**config.mk**
```make
export PLATFORM = sky130hd
export DESIGN_NAME = cla_add_sequencer_flat
export DESIGN_NICKNAME = d
export VERILOG_FILES = /design/src/rtl/cla_add_sequencer_pkg.sv /design/src/rtl/cla_add_sequencer_if.sv /design/src/rtl/cla_slice.sv /design/src/rtl/cla_add_sequencer.sv /design/src/flat_wrapper.sv
export SDC_FILE = /design/constraint.sdc
export NUM_CORES = 1
export LEC_CHECK = 0
export ABC_CLOCK_PERIOD_IN_PS = 6230
export BUFFER_PORTS_ARGS = -buffer_cell sky130_fd_sc_hd__buf_4
export CAP_MARGIN = 20
export CORE_MARGIN = 2
export CORE_UTILIZATION = 50
export DETAILED_ROUTE_END_ITERATION = 7
export PLACE_DENSITY = 0.76
export RECOVER_POWER = 100
export SLEW_MARGIN = 10
export SYNTH_ARGS = -nofsm -noshare
export SYNTH_HDL_FRONTEND = slang
export SYNTH_SLANG_ARGS = --single-unit
```
**constraint.sdc**
```tcl
create_clock -name clk -period 6.23 [get_ports clk]
set_input_delay 0.623 -clock clk [delete_from_list [all_inputs] [get_ports clk]]
set_output_delay 0.623 -clock clk [all_outputs]
set_load 0.005 [all_outputs]
```
**src/rtl/cla_add_sequencer_pkg.sv**
```systemverilog
// Shared types and widths for the carry-lookahead add/sub sequencer.
// Operands are captured as one op_t and walked through the 32-bit slice in two passes.
package cla_add_sequencer_pkg;

  localparam int unsigned XLEN  = 64;
  localparam int unsigned SLICE = 32;
  localparam int unsigned NREQ  = 2;

  typedef enum logic [1:0] {
    IDLE,
    LO,
    HI,
    RESP
  } state_e;

  typedef struct packed {
    logic [XLEN-1:0] a;
    logic [XLEN-1:0] b;
    logic            sub;
    logic            word;
    logic            id;
  } op_t;

endpackage

```
**src/rtl/cla_add_sequencer_if.sv**
```systemverilog
// Request/response bundle between the two stage-3 requesters and the add sequencer.
interface cla_add_sequencer_if;
  import cla_add_sequencer_pkg::*;

  logic [NREQ-1:0]           req_valid;
  logic [NREQ-1:0]           req_ready;
  logic [NREQ-1:0][XLEN-1:0] req_a;
  logic [NREQ-1:0][XLEN-1:0] req_b;
  logic [NREQ-1:0]           req_sub;
  logic [NREQ-1:0]           req_word;
  logic                      resp_valid;
  logic                      resp_ready;
  logic                      resp_id;
  logic [XLEN-1:0]           resp_data;
  logic                      resp_carry;

  modport master (
    output req_valid, req_a, req_b, req_sub, req_word, resp_ready,
    input  req_ready, resp_valid, resp_id, resp_data, resp_carry
  );

  modport slave (
    input  req_valid, req_a, req_b, req_sub, req_word, resp_ready,
    output req_ready, resp_valid, resp_id, resp_data, resp_carry
  );

endinterface

```
**src/rtl/cla_slice.sv**
```systemverilog
// Combinational W-bit carry-lookahead adder: 4-bit lookahead groups chained by group generate/propagate.
module cla_slice #(
  parameter int unsigned W = 32
) (
  input  logic [W-1:0] a,
  input  logic [W-1:0] b,
  input  logic         cin,
  output logic [W-1:0] sum,
  output logic         cout
);

  localparam int unsigned GROUPS = W / 4;

  logic [W-1:0] g;
  logic [W-1:0] p;
  logic [W:0]   c;
  logic         grp_g;
  logic         grp_p;

  always_comb begin
    g     = a & b;
    p     = a ^ b;
    c     = '0;
    grp_g = 1'b0;
    grp_p = 1'b0;
    c[0]  = cin;
    for (int k = 0; k < int'(GROUPS); k++) begin
      c[4*k+1] = g[4*k] | (p[4*k] & c[4*k]);
      c[4*k+2] = g[4*k+1] | (p[4*k+1] & g[4*k]) | (p[4*k+1] & p[4*k] & c[4*k]);
      c[4*k+3] = g[4*k+2] | (p[4*k+2] & g[4*k+1]) | (p[4*k+2] & p[4*k+1] & g[4*k])
               | (p[4*k+2] & p[4*k+1] & p[4*k] & c[4*k]);
      // Group terms let the carry skip each 4-bit block directly
      grp_g = g[4*k+3] | (p[4*k+3] & g[4*k+2]) | (p[4*k+3] & p[4*k+2] & g[4*k+1])
            | (p[4*k+3] & p[4*k+2] & p[4*k+1] & g[4*k]);
      grp_p = p[4*k+3] & p[4*k+2] & p[4*k+1] & p[4*k];
      c[4*k+4] = grp_g | (grp_p & c[4*k]);
    end
    sum  = p ^ c[W-1:0];
    cout = c[W];
  end

endmodule

```
**src/rtl/cla_add_sequencer.sv**
```systemverilog
// Round-robin shares one 32-bit CLA slice between two requesters for 64-bit and word add/sub.
// A 64-bit op takes LO then HI passes with a registered inter-slice carry; word ops skip HI.
module cla_add_sequencer
  import cla_add_sequencer_pkg::*;
(
  input logic               clk,
  input logic               rst_n,
  cla_add_sequencer_if.slave bus
);

  state_e            state_q;
  state_e            state_d;
  op_t               op_q;
  logic              last_grant_q;
  logic [SLICE-1:0]  sum_lo_q;
  logic              carry_lo_q;
  logic              resp_valid_q;
  logic              resp_id_q;
  logic              resp_carry_q;
  logic [XLEN-1:0]   resp_data_q;

  logic [NREQ-1:0]   grant_c;
  logic              grant_id_c;
  logic              accept_c;
  logic [XLEN-1:0]   b_eff_c;
  logic [SLICE-1:0]  slice_a_c;
  logic [SLICE-1:0]  slice_b_c;
  logic              slice_cin_c;
  logic [SLICE-1:0]  slice_sum_c;
  logic              slice_cout_c;

  // Round-robin arbiter; grant is held off entirely while in reset
  always_comb begin
    grant_c = '0;
    if (rst_n && (state_q == IDLE)) begin
      if (&bus.req_valid) begin
        grant_c = last_grant_q ? 2'b01 : 2'b10;
      end else begin
        grant_c = bus.req_valid;
      end
    end
  end

  assign grant_id_c    = grant_c[1];
  assign accept_c      = |grant_c;
  assign bus.req_ready = grant_c;

  // Slice operand mux: low halves with the op carry-in, then high halves with the saved carry
  assign b_eff_c = op_q.sub ? ~op_q.b : op_q.b;

  always_comb begin
    slice_a_c   = op_q.a[SLICE-1:0];
    slice_b_c   = b_eff_c[SLICE-1:0];
    slice_cin_c = op_q.sub;
    if (state_q == HI) begin
      slice_a_c   = op_q.a[XLEN-1:SLICE];
      slice_b_c   = b_eff_c[XLEN-1:SLICE];
      slice_cin_c = carry_lo_q;
    end
  end

  cla_slice #(
    .W (SLICE)
  ) u_slice (
    .a    (slice_a_c),
    .b    (slice_b_c),
    .cin  (slice_cin_c),
    .sum  (slice_sum_c),
    .cout (slice_cout_c)
  );

  // Next-state logic
  always_comb begin
    state_d = state_q;
    case (state_q)
      IDLE:    if (accept_c) state_d = LO;
      LO:      state_d = op_q.word ? RESP : HI;
      HI:      state_d = RESP;
      RESP:    if (bus.resp_ready) state_d = IDLE;
      default: state_d = IDLE;
    endcase
  end

  always_ff @(posedge clk or negedge rst_n) begin
    if (!rst_n) begin
      state_q <= IDLE;
    end else begin
      state_q <= state_d;
    end
  end

  // Capture, slice results and the registered response
  always_ff @(posedge clk or negedge rst_n) begin
    if (!rst_n) begin
      op_q         <= '0;
      last_grant_q <= 1'b1;
      sum_lo_q     <= '0;
      carry_lo_q   <= 1'b0;
      resp_valid_q <= 1'b0;
      resp_id_q    <= 1'b0;
      resp_carry_q <= 1'b0;
      resp_data_q  <= '0;
    end else begin
      case (state_q)
        IDLE: begin
          if (accept_c) begin
            op_q <= '{a:    bus.req_a[grant_id_c],
                      b:    bus.req_b[grant_id_c],
                      sub:  bus.req_sub[grant_id_c],
                      word: bus.req_word[grant_id_c],
                      id:   grant_id_c};
            last_grant_q <= grant_id_c;
          end
        end
        LO: begin
          sum_lo_q   <= slice_sum_c;
          carry_lo_q <= slice_cout_c;
          if (op_q.word) begin
            resp_valid_q <= 1'b1;
            resp_id_q    <= op_q.id;
            resp_carry_q <= slice_cout_c;
            resp_data_q  <= {{(XLEN-SLICE){slice_sum_c[SLICE-1]}}, slice_sum_c};
          end
        end
        HI: begin
          resp_valid_q <= 1'b1;
          resp_id_q    <= op_q.id;
          resp_carry_q <= slice_cout_c;
          resp_data_q  <= {slice_sum_c, sum_lo_q};
        end
        RESP: begin
          if (bus.resp_ready) resp_valid_q <= 1'b0;
        end
        default: ;
      endcase
    end
  end

  assign bus.resp_valid = resp_valid_q;
  assign bus.resp_id    = resp_id_q;
  assign bus.resp_carry = resp_carry_q;
  assign bus.resp_data  = resp_data_q;

endmodule

```
**src/flat_wrapper.sv**
```systemverilog
// flat-port wrapper written by rule: the top's interface ports become plain ports
module cla_add_sequencer_flat import cla_add_sequencer_pkg::*;
  (clk, rst_n, bus_req_valid, bus_req_a, bus_req_b, bus_req_sub, bus_req_word, bus_resp_ready, bus_req_ready, bus_resp_valid, bus_resp_id, bus_resp_data, bus_resp_carry);
  cla_add_sequencer_if bus_i ();
  input logic clk;
  input logic rst_n;
  input wire logic [$bits(bus_i.req_valid)-1:0] bus_req_valid;
  input wire logic [$bits(bus_i.req_a)-1:0] bus_req_a;
  input wire logic [$bits(bus_i.req_b)-1:0] bus_req_b;
  input wire logic [$bits(bus_i.req_sub)-1:0] bus_req_sub;
  input wire logic [$bits(bus_i.req_word)-1:0] bus_req_word;
  input wire logic [$bits(bus_i.resp_ready)-1:0] bus_resp_ready;
  output wire logic [$bits(bus_i.req_ready)-1:0] bus_req_ready;
  output wire logic [$bits(bus_i.resp_valid)-1:0] bus_resp_valid;
  output wire logic [$bits(bus_i.resp_id)-1:0] bus_resp_id;
  output wire logic [$bits(bus_i.resp_data)-1:0] bus_resp_data;
  output wire logic [$bits(bus_i.resp_carry)-1:0] bus_resp_carry;
  assign bus_i.req_valid = bus_req_valid;
  assign bus_i.req_a = bus_req_a;
  assign bus_i.req_b = bus_req_b;
  assign bus_i.req_sub = bus_req_sub;
  assign bus_i.req_word = bus_req_word;
  assign bus_i.resp_ready = bus_resp_ready;
  assign bus_req_ready = bus_i.req_ready;
  assign bus_resp_valid = bus_i.resp_valid;
  assign bus_resp_id = bus_i.resp_id;
  assign bus_resp_data = bus_i.resp_data;
  assign bus_resp_carry = bus_i.resp_carry;
  cla_add_sequencer u_core (.clk(clk), .rst_n(rst_n), .bus(bus_i));
endmodule
```
* Yosys cells after proc, flatten, opt, wreduce, memory -nomap -nowiden
Index checks and enable logic that the tools add are counted.
** Operators by class
- Equality and inequality tests :: 6
- Mux-type cells :: 28
- Reduce and logical (&&, ||, !) cells :: 10
- Bitwise gates (word level) :: 212
- Magnitude comparators :: 1
** Operators by type and width (count)
- 64-bit 2-to-1 mux :: 6
- 1-bit bitwise AND :: 128
- 64-bit case mux with 2 select lines :: 1
- 1-bit bitwise OR :: 80
- 32-bit 2-to-1 mux :: 2
- 64-bit NOT :: 1
- 32-bit bitwise XOR :: 2
- 32-bit bitwise AND :: 1
- 1-bit 2-to-1 mux :: 10
- 2-bit 2-to-1 mux :: 5
- 2-bit case mux with 4 select lines :: 1
- 2-bit AND reduction :: 4
- 2-bit equality test, second input constant :: 2
- 2-bit by 1-bit inequality test with 1-bit output, second input constant :: 2
- 1-bit case mux with 2 select lines :: 2
- 1-bit case mux with 3 select lines :: 1
- 3-bit AND reduction :: 1
- 3-bit nonzero test :: 1
- 2-bit by 1-bit equality test with 1-bit output, second input constant :: 1
- 2-bit logical NOT :: 1
- 1-bit by 2-bit less-than comparator with 1-bit output, second input constant :: 1
- 2-bit inequality test, second input constant :: 1
- 2-bit nonzero test :: 1
- 2-bit OR reduction :: 1
- 1-bit logical AND :: 1
** Word-level totals
- Register bits :: 234
- Input bits :: 265
- Logic and storage cells :: 270

* Longest topological paths before layout
Gate-level depths: netlist of the first run.
- Depth after elaboration :: 26
- Depth in mapped cells :: 20
- Gate-level depth less buffers :: 16

* Cells and area by module
Synthesis of the first run repeated with hierarchy kept, for this count alone.
** Second synthesis, totals
- Cell total of the unflattened synthesis :: 1263
- Area total of the unflattened synthesis :: 13832.0 µm²
** By module, submodules not included
- cla_add_sequencer :: times used 1, area an instance 12410.7 µm², cells an instance 1102
- cla_slice :: times used 1, area an instance 1421.4 µm², cells an instance 161

* Worst setup path after synthesis of the first run
Ideal clock, no wire load.
- Kind :: reg2reg
- Start point :: register u_core.state_q[0]
- End point :: register u_core.resp_data_q[36], in the netlist u_core.bus.resp_data[36]
- Stages on the path, launching flop included :: 19
- Required time :: 6143 ps
- Setup slack :: 1597 ps
- Clock period less this slack :: 4633 ps
- Path buffers :: 6
- Data arrival time :: 4546 ps
- Cell sequence :: dfrtp_1 > inv_1 > ha_1 > buf_6 > clkbuf_1 > clkbuf_1 > buf_1 > mux2_2 > ha_1 > clkbuf_1 > a21oi_1 > o21a_1 > a21boi_0 > o22ai_1 > a211o_1 > o211a_4 > o31a_1 > buf_2 > a211oi_2
** Between the ends
- Cells in the longest elaborated chain, start to end :: 25
- Elaborated cells between the ends (all ways) :: 98
- Classes of those cells :: eq/ne: 3; mux: 5; bitwise: 88; reduce/logical: 2
** RTL lines
- start: declaration :: line cla_add_sequencer.sv:11 : state_e state_q;
- start signal: assignment :: line cla_add_sequencer.sv:88 : state_q <= state_d;
- 2-bit equality test :: line cla_add_sequencer.sv:55, cla_add_sequencer.sv:104
- 32-bit 2-to-1 mux :: line cla_add_sequencer.sv:55 : if (state_q == HI) begin
- 32-bit bitwise XOR / 32-bit bitwise AND (equally long branches) :: line cla_slice.sv:22, cla_slice.sv:21
- 1-bit bitwise AND, on equally long branches :: line cla_slice.sv:33, cla_slice.sv:34, cla_slice.sv:35
- 1-bit bitwise OR (tied with other cells) (2 in a row) :: line cla_slice.sv:33 : grp_g = g[4*k+3] | (p[4*k+3] & g[4*k+2]) | (p[4*k+3] & p[4*k+2] & g[4*k+1])
- 1-bit bitwise OR / 1-bit bitwise AND (equally long branches) :: line cla_slice.sv:34, cla_slice.sv:36
- 1-bit bitwise OR :: line cla_slice.sv:36 : c[4*k+4] = grp_g | (grp_p & c[4*k]);
- 1-bit bitwise AND :: line cla_slice.sv:36
- [... 8 more ...]
- 1-bit bitwise OR :: line cla_slice.sv:36
- 1-bit bitwise AND :: line cla_slice.sv:36
- 1-bit bitwise OR :: line cla_slice.sv:36
- 1-bit bitwise AND :: line cla_slice.sv:31 : | (p[4*k+2] & p[4*k+1] & p[4*k] & c[4*k]);
- 1-bit bitwise OR :: line cla_slice.sv:31
- 32-bit bitwise XOR :: line cla_slice.sv:38 : sum = p ^ c[W-1:0];
- 64-bit 2-to-1 mux :: line cla_add_sequencer.sv:118 : if (op_q.word) begin
- 64-bit case mux with 2 select lines :: line cla_add_sequencer.sv:104 : case (state_q)
- end signal: assignment :: line cla_add_sequencer.sv:122 : resp_data_q <= {{(XLEN-SLICE){slice_sum_c[SLICE-1]}}, slice_sum_c};
- end signal: assignment :: line cla_add_sequencer.sv:129 : resp_data_q <= {slice_sum_c, sum_lo_q};
- end: declaration :: line cla_add_sequencer.sv:20 : logic [XLEN-1:0] resp_data_q;
Parallel ways exist; a longest one is shown, timed or not. The select of a mux whose other input is x is not followed.
A chain may end at the register's enable or synchronous reset.

* Worst setup path in the final report of the first run
- Start point :: register u_core.state_q[0]
- End point :: register u_core.resp_data_q[40], in the netlist u_core.bus.resp_data[40]
The elaborated chain is that of the path after synthesis.

==> results of run 1 <==
==> flip-flops by register name (all words and copies together) (netlist names), 2 cells and up <==
signal                cells
u_core.bus.resp_data     64
u_core.op_q             131
u_core.state_q            2
u_core.sum_lo_q          32
==> area by class of cell <==
class / instances / area share
flip-flops and latches: 234 / 0.360
well taps: 330 / 0.0254
clock inverters: 8 / 0.00784
inverters: 34 / 0.00792
repair buffers: 348 / 0.158
multi-input cells: 1037 / 0.395
clock buffers: 38 / 0.0465
==> power breakdown <==
part	total, W	leakage [nW]	switching [W]	internal (W)
sequential	0.00303	2.69	0.000653	0.00237
clock	0.00159	0.430	0.000624	0.000966
combinational	0.00783	4.37	0.00446	0.00337
==> critical path, cell delays in order, from the launching register on <==
cell and delay (ns):
dfrtp_1 0.40, inv_1 0.19, ha_4 0.78, mux2i_1 0.35
xnor2_1 0.10, ha_1 0.38, a2111o_1 0.38, a31o_1 0.23
and4_1 0.26, o211a_1 0.26, a211o_1 0.35, a211oi_1 0.71
o31a_1 0.59, a211oi_1 0.18
==> final timing paths <==
path / from / to / cells after the start / slack, ns
min in group clk: bus_req_a[0] / u_core.op_q[67] / 3 / 0.34
worst max register to register: u_core.state_q[0] / u_core.bus.resp_data[40] / 13 / 0.88
worst min-delay path: rst_n / u_core.bus.resp_data[11] / 1 / 0.09
worst min register to register: u_core.last_grant_q / u_core.last_grant_q / 2 / 0.48
worst max-delay path: u_core.state_q[0] / u_core.bus.resp_data[40] / 13 / 0.88
max in group asynchronous: rst_n / u_core.op_q[31] / 3 / 2.09
==> kinds of logic after synthesis <==
family / share of synthesized area
compound gates: 0.176
xor+xnor: 0.0335
fa+ha+maj: 0.0486
buf+inv: 0.0398
flops: 0.457
mux: 0.0828
simple gates: 0.162
==> per-layer routing <==
layer | wire length, µm | up-vias | track usage
li1 | - | 5474 | -
met1 | 18100 | 5659 | 0.441
met2 | 17800 | 490 | 0.446
met3 | 2840 | 60 | 0.0422
met4 | 915 | 0 | 0.0722
met5 | 0 | - | 0
==> Yosys cell counts, drive strengths merged (6+ instances only) <==
cell type  number  area share
or2             6      0.0029
o22ai          21       0.010
nand2         291       0.085
nor3            8      0.0031
o221a          20       0.018
nand3b          6      0.0035
xnor2          44       0.030
a221o           6      0.0047
ha             37       0.036
clkbuf         80       0.023
fa              8       0.013
nand3           6      0.0023
nand4           6      0.0029
a21o            6      0.0035
a211oi          8      0.0063
a21oi          53       0.021
nor2          168       0.049
o21ai          30       0.012
o21a            7      0.0041
a31oi         131       0.064
nor2b           9      0.0044
dfrtp         233        0.46
a22oi           6      0.0035
mux2           53       0.047
buf            17      0.0064
inv            33      0.0097
mux2i          46       0.036
==> stage by stage <==
stage	instance area (µm²)	util	worst slack [ns]
2_1_floorplan	12800	-	1.60
3_3_place_gp	15500	0.616	1.29
3_5_place_dp	15500	0.616	1.12
4_1_cts	16400	0.651	1.10
5_1_grt	16300	0.646	0.585
6_report	16300	0.646	0.879
==> flow_metrics.tcl, run 1 <==
set metrics [dict create \
    status "complete, but fails checks" \
    violations "max-capacitance violations, max-slew violations" \
    initial_core_util 0.509 \
    holdWs_ns 0.0889 \
    synth.avg_cell_area_um2 9.14 \
    cp_max_fo 56 \
    grt_antenna_before_repair 0 \
    grt_first_pass_wirelength_um 61500 \
    nets 1991 \
    postCtsHoldBufs 0 \
    cts_root_buffer "clkbuf_16" \
    grt_overflow 0 \
    grt_pass1_vias 11400 \
    hold_path.class "in2async" \
    regArea_mm2 0.00586 \
    vias 11700 \
    stdcell_count 2029 \
    ys_warn_count 0 \
    core_area_mm2 0.0252 \
    critPathLaunchType "flip-flop" \
    leakagePower_nw 7.48 \
    cp.required_ns 6.62 \
    grt_max_degree 217 \
    fmax_mhz 187 \
    fin_tns_setup_ns 0 \
    post_cts_buffers 0 \
    viasPerCell 5.76 \
    worstMarginPinSlew_ns 3.36 \
    worstSetupPathType "reg2reg" \
    dieArea_mm2 0.0269 \
    synth_nets 1712 \
    routed_wl_um 39700 \
    portBuffers 333 \
    synth-edff-count 0 \
    ys_ff_latch 234 \
    dp_cells 1982 \
    layout_commonest_cell "nand2_1" \
    drive_gt1_frac 0.264 \
    drtIter0Drc 1095 \
    ir_drop_uv 559 \
    maxCapViolations 7 \
    ios 334 \
    rows 58 \
    n_antenna_cell 0 \
    arrival_ns 5.74 \
    groute.usage.overall 0.293 \
    layout_common_cells "291 x nand2_1, 274 x buf_4, 232 x dfrtp_1" \
    powerDensity_mw_per_mm2 765 \
    synth_cell_types 67 \
    h-tree-depth 1 \
    ys.flop_type "dfrtp_1" \
    drt-pass1-iter-count 6 \
    clkTransAtPathRegs_ns 0.06 \
    report.final.slew_viol_count 530 \
    cts_max_path_buffers 3 \
    wl_per_cell_um 19.6 \
    synthArstFlopShare 1.00 \
    relSlewSlack -1.24 \
    multi_input_area_mm2 0.00643 \
    period_minus_slack_ns 5.35 \
    cp-end-kind "flip-flop" \
    gp_congestion 0.832 \
    die_h_um 164 \
    cts.sinks 234 \
    skew_ns 0.0198 \
    p_total_w 0.0124 \
    syn_inst 1402 \
    cts_made_buffers 26 \
    clock_latency_ns 0.54 \
    ys_seq_area_frac 0.457 \
    cts_resized 0 \
    drc 0 \
    finalCritPeriodShare 0.859 \
    nFillCells 2097 \
    ant_nets 0 \
    die-width_um 164 \
    hold_viol_final 0 \
    synthesis.area_mm2 0.0128 \
    grt_setup_unrepaired "no" \
    cts_tree "yes" \
    area_delta_synth_final_pct 27.0 \
    dp_hpwl_um 29200 \
    setup_violations 0 \
]
Power figures use the tool's default switching activity.
==> run 2: changes to the inputs <==
CORE_ASPECT_RATIO = 0.5   (was unset)
==> flow_metrics.tcl, run 2 (synthesis results as in run 1) <==
set metrics [dict create \
    status "complete, but fails checks" \
    violations "max-capacitance violations, max-slew violations" \
    hold_viol_final 0 \
    cts_made_buffers 22 \
    critPathBufInv 3 \
    worstMarginPinSlew_ns 3.90 \
    critPathLaunchType "flip-flop" \
    h-tree-depth 1 \
    finalCritPeriodShare 0.865 \
    groute.usage.overall 0.310 \
    cts_max_path_buffers 3 \
    wl_per_cell_um 20.9 \
    grt_antenna_before_repair 0 \
    clock_latency_ns 0.53 \
    ios 334 \
    drive_gt1_frac 0.265 \
    drc 0 \
    initial_core_util 0.509 \
    viasPerCell 5.81 \
    setup_violations 0 \
    rr_worst_depth 7 \
    skew_ns 0.0146 \
    grt_max_degree 106 \
    period_minus_slack_ns 5.39 \
    cts_root_buffer "clkbuf_16" \
    area_delta_synth_final_pct 26.9 \
    routed_wl_um 42500 \
    cts_resized 0 \
    dieArea_mm2 0.0270 \
    cp_cell_sequence "inv_1 -> ha_1 -> o2111ai_1 -> clkbuf_2 -> clkbuf_1 -> nand2_1 -> a31oi_1" \
    grt_first_pass_wirelength_um 64500 \
    cpPeakStageDelay_ns 2.57 \
    grt_setup_unrepaired "no" \
    regMostFlops "u_core.op_q" \
    r2r_setup_slack_ns 0.84 \
    gp_congestion 0.929 \
    n_antenna_cell 0 \
    rows 41 \
    layout_common_cells "291 x nand2_1, 270 x buf_4, 232 x dfrtp_1" \
    finalCoreUtilization 0.646 \
    worstSetupPathType "reg2reg" \
    dp_slack_ns 1.21 \
    die_h_um 117 \
    path_depth 7 \
    portBuffers 333 \
    ant_nets 0 \
    core_area_mm2 0.0252 \
    arrival_ns 5.81 \
    drtIter0Drc 1119 \
    cts.sinks 234 \
    cp-end-kind "flip-flop" \
    die-width_um 230 \
    cp_top_family "buffers and inverters" \
    hold_path.class "in2async" \
    cts_tree "yes" \
    fmax_mhz 186 \
    vias 11800 \
    clkTransAtPathRegs_ns 0.07 \
    maxCapViolations 8 \
    grt_pass1_vias 11500 \
    crit_slowest_cell "clkbuf_1" \
    cp.required_ns 6.65 \
    relSlewSlack -1.60 \
    grt_overflow 0 \
    post_cts_buffers 0 \
    largest_reg_flops 131 \
    report.final.slew_viol_count 562 \
    dp_hpwl_um 31600 \
    fin_tns_setup_ns 0 \
    fin_ws_ns 0.839 \
    cp_max_fo 80 \
    postCtsHoldBufs 0 \
    nets 1987 \
    drt-pass1-iter-count 6 \
    layout_commonest_cell "nand2_1" \
]
run 2: layout make-up:
type / count / area (µm²)
Fill cell: 2088 / 8920
Clock inverter: 11 / 233
Multi-Input combinational cell: 1037 / 6430
Inverter: 34 / 130
Tap cell: 344 / 430
Timing Repair Buffer: 348 / 2550
Sequential cell: 234 / 5860
Clock buffer: 29 / 628
run 2: path summary, 6_finish.rpt:
| path | end | startpoint |
|---|---|---|
| worst max-delay path | u_core.op_q[14] | u_core.state_q[1] |
| worst min-delay path | u_core.op_q[119] | rst_n |
| worst max register to register | u_core.op_q[14] | u_core.state_q[1] |
| worst min register to register | u_core.last_grant_q | u_core.last_grant_q |
| max in group asynchronous | u_core.op_q[2] | rst_n |
| min in group clk | u_core.op_q[51] | bus_req_b[48] |
run 2: worst register-to-register path: cells and delay by family (launching register included):
kind / cells / cell delay (ns)
buf+inv: 3 / 3.64
simple gates: 1 / 0.38
fa+ha+maj: 1 / 0.31
flops: 1 / 0.44
compound gates: 2 / 0.53
run 2: routing by layer:
layer / up-vias / part of all wire / routed length, µm / track usage
met5: - / 0 / 0 / 0
met2: 424 / 0.45 / 18900 / 0.477
met3: 46 / 0.077 / 3290 / 0.0732
li1: 5455 / - / - / -
met1: 5913 / 0.46 / 19600 / 0.453
met4: 0 / 0.017 / 705 / 0.0576
run 2: metrics by stage:
step / area (µm²) / std cells / hold WS [ns]
6_report: 16300 / 2037 / 0.0692
5_1_grt: 16300 / 2037 / 0.117
4_1_cts: 16400 / 2035 / 0.107
3_5_place_dp: 15500 / 1995 / 0.480
3_3_place_gp: 15500 / 1995 / 0.461
2_1_floorplan: 12800 / 1402 / 0.327
Power of run 2 is left out: the tool's default activity adds up to more than one toggle a clock period on the data nets, which glitch-free logic cannot reach.
==> run 3: changes to the inputs <==
CORE_UTILIZATION = 54   (was 50)
GPL_ROUTABILITY_DRIVEN = 0   (was unset)
PLACE_DENSITY = 0.81   (was 0.76)
==> flow_metrics.tcl, run 3 (synthesis results as in run 1) <==
set metrics [dict create \
    portBuffers 333 \
    regMostFlops "u_core.op_q" \
    r2r-start "u_core.state_q[0]" \
    cp.required_ns 6.60 \
    wl_per_cell_um 20.8 \
    drt-pass1-iter-count 8 \
    cp_max_fo 37 \
    drc 5 \
    cts_tree "yes" \
    r2r_setup_slack_ns 0.74 \
    critPathBufInv 2 \
    status "complete, but fails checks" \
    cts_max_path_buffers 3 \
    period_minus_slack_ns 5.49 \
    relSlewSlack -1.02 \
    crit_slowest_cell "a211oi_1" \
    hold_viol_final 0 \
    grt_antenna_before_repair 0 \
    cts.sinks 234 \
    finalCoreUtilization 0.699 \
    ios 334 \
    grt_pass1_vias 12000 \
    path_depth 13 \
    arrival_ns 5.87 \
    fin_tns_setup_ns 0 \
    layout_commonest_cell "nand2_1" \
    layout_common_cells "291 x nand2_1, 273 x buf_4, 232 x dfrtp_1" \
    post_cts_buffers 0 \
    drtIter0Drc 1146 \
    cts_resized 0 \
    vias 12300 \
    violations "design-rule violations, max-capacitance violations, max-slew violations" \
    rr_endpoint "u_core.bus.resp_data[48]" \
    worstMarginPinSlew_ns 3.03 \
    worstSetupPathType "reg2reg" \
    skew_ns 0.0133 \
    clkTransAtPathRegs_ns 0.07 \
    postCtsHoldBufs 0 \
    hold_path.class "in2async" \
    viasPerCell 6.13 \
    clock_latency_ns 0.52 \
    cpPeakStageDelay_ns 0.70 \
    n_antenna_cell 0 \
    cp_cell_sequence "inv_1 -> ha_4 -> buf_4 -> mux2_2 -> ha_1 -> a21oi_1 -> o21ai_0 -> a21boi_0 -> o22ai_1 -> a211o_1 -> a211oi_1 -> o31a_1 -> a211oi_1" \
    grt_first_pass_wirelength_um 64300 \
    grt_overflow 0 \
    critPathLaunchType "flip-flop" \
    cts_made_buffers 22 \
    rows 39 \
    cp_top_family "compound AO/OA/AOI/OAI gates" \
    core_area_mm2 0.0230 \
    finalCritPeriodShare 0.881 \
    drive_gt1_frac 0.268 \
    initial_core_util 0.556 \
    fmax_mhz 182 \
    dieArea_mm2 0.0250 \
    largest_reg_flops 131 \
    h-tree-depth 1 \
    dp_cells 1961 \
    routed_wl_um 41600 \
    dp_hpwl_um 31000 \
    groute.usage.overall 0.325 \
    crit_top_cell "a211oi_1" \
    stdcell_count 2002 \
    cts_root_buffer "clkbuf_16" \
    setup_violations 0 \
    area_delta_synth_final_pct 25.7 \
    nets 1990 \
    grt_max_degree 101 \
    report.final.slew_viol_count 460 \
    ant_nets 0 \
    grt_setup_unrepaired "no" \
    rr_worst_depth 13 \
    die_h_um 113 \
    die-width_um 222 \
    maxCapViolations 8 \
    cp-end-kind "flip-flop" \
]
## run 3: cell type report
cell class                      instances  area [µm²]
Fill cell                            1736        6920
Multi-Input combinational cell       1037        6430
Sequential cell                       234        5860
Timing Repair Buffer                  351        2600
Clock buffer                           29         618
Tap cell                              307         384
Inverter                               34         129
Clock inverter                         10        90.1
## run 3: routing by layer
metal	routed length [µm]	share of wire	global-route usage	vias to the layer above
met5	0	0	0	-
met4	1030	0.025	0.0874	0
li1	-	-	-	5478
met3	3770	0.091	0.0631	83
met2	18700	0.45	0.503	666
met1	18000	0.43	0.473	6049
## run 3: worst max path at each step
stage	from	to	slack (ns)
after floorplan	u_core.state_q[0]	u_core.bus.resp_data[36]	1.60
after global placement	u_core.state_q[0]	u_core.bus.resp_data[44]	1.28
after detailed placement	u_core.state_q[0]	u_core.bus.resp_data[45]	1.06
after CTS	u_core.state_q[0]	u_core.bus.resp_data[45]	1.03
after global routing	u_core.state_q[0]	u_core.bus.resp_data[36]	0.41
final	u_core.state_q[0]	u_core.bus.resp_data[48]	0.74
## run 3: worst register-to-register path, delay by kind of cell, from the launching register on
kind,cells,cell delay [ns]
buf+inv,2,0.76
fa+ha+maj,2,0.95
mux,1,0.44
flops,1,0.40
compound gates,8,2.78
## run 3: per-stage QoR
step                hold WS [ns]  setup WS (ns)  area [µm²]
floorplan                  0.327           1.60       12800
global placement           0.458           1.28       15500
detailed placement         0.477           1.06       15500
CTS                        0.172           1.03       16200
global route               0.182          0.414       16100
finish                     0.105          0.738       16100
Power of run 3 is left out for the same reason.
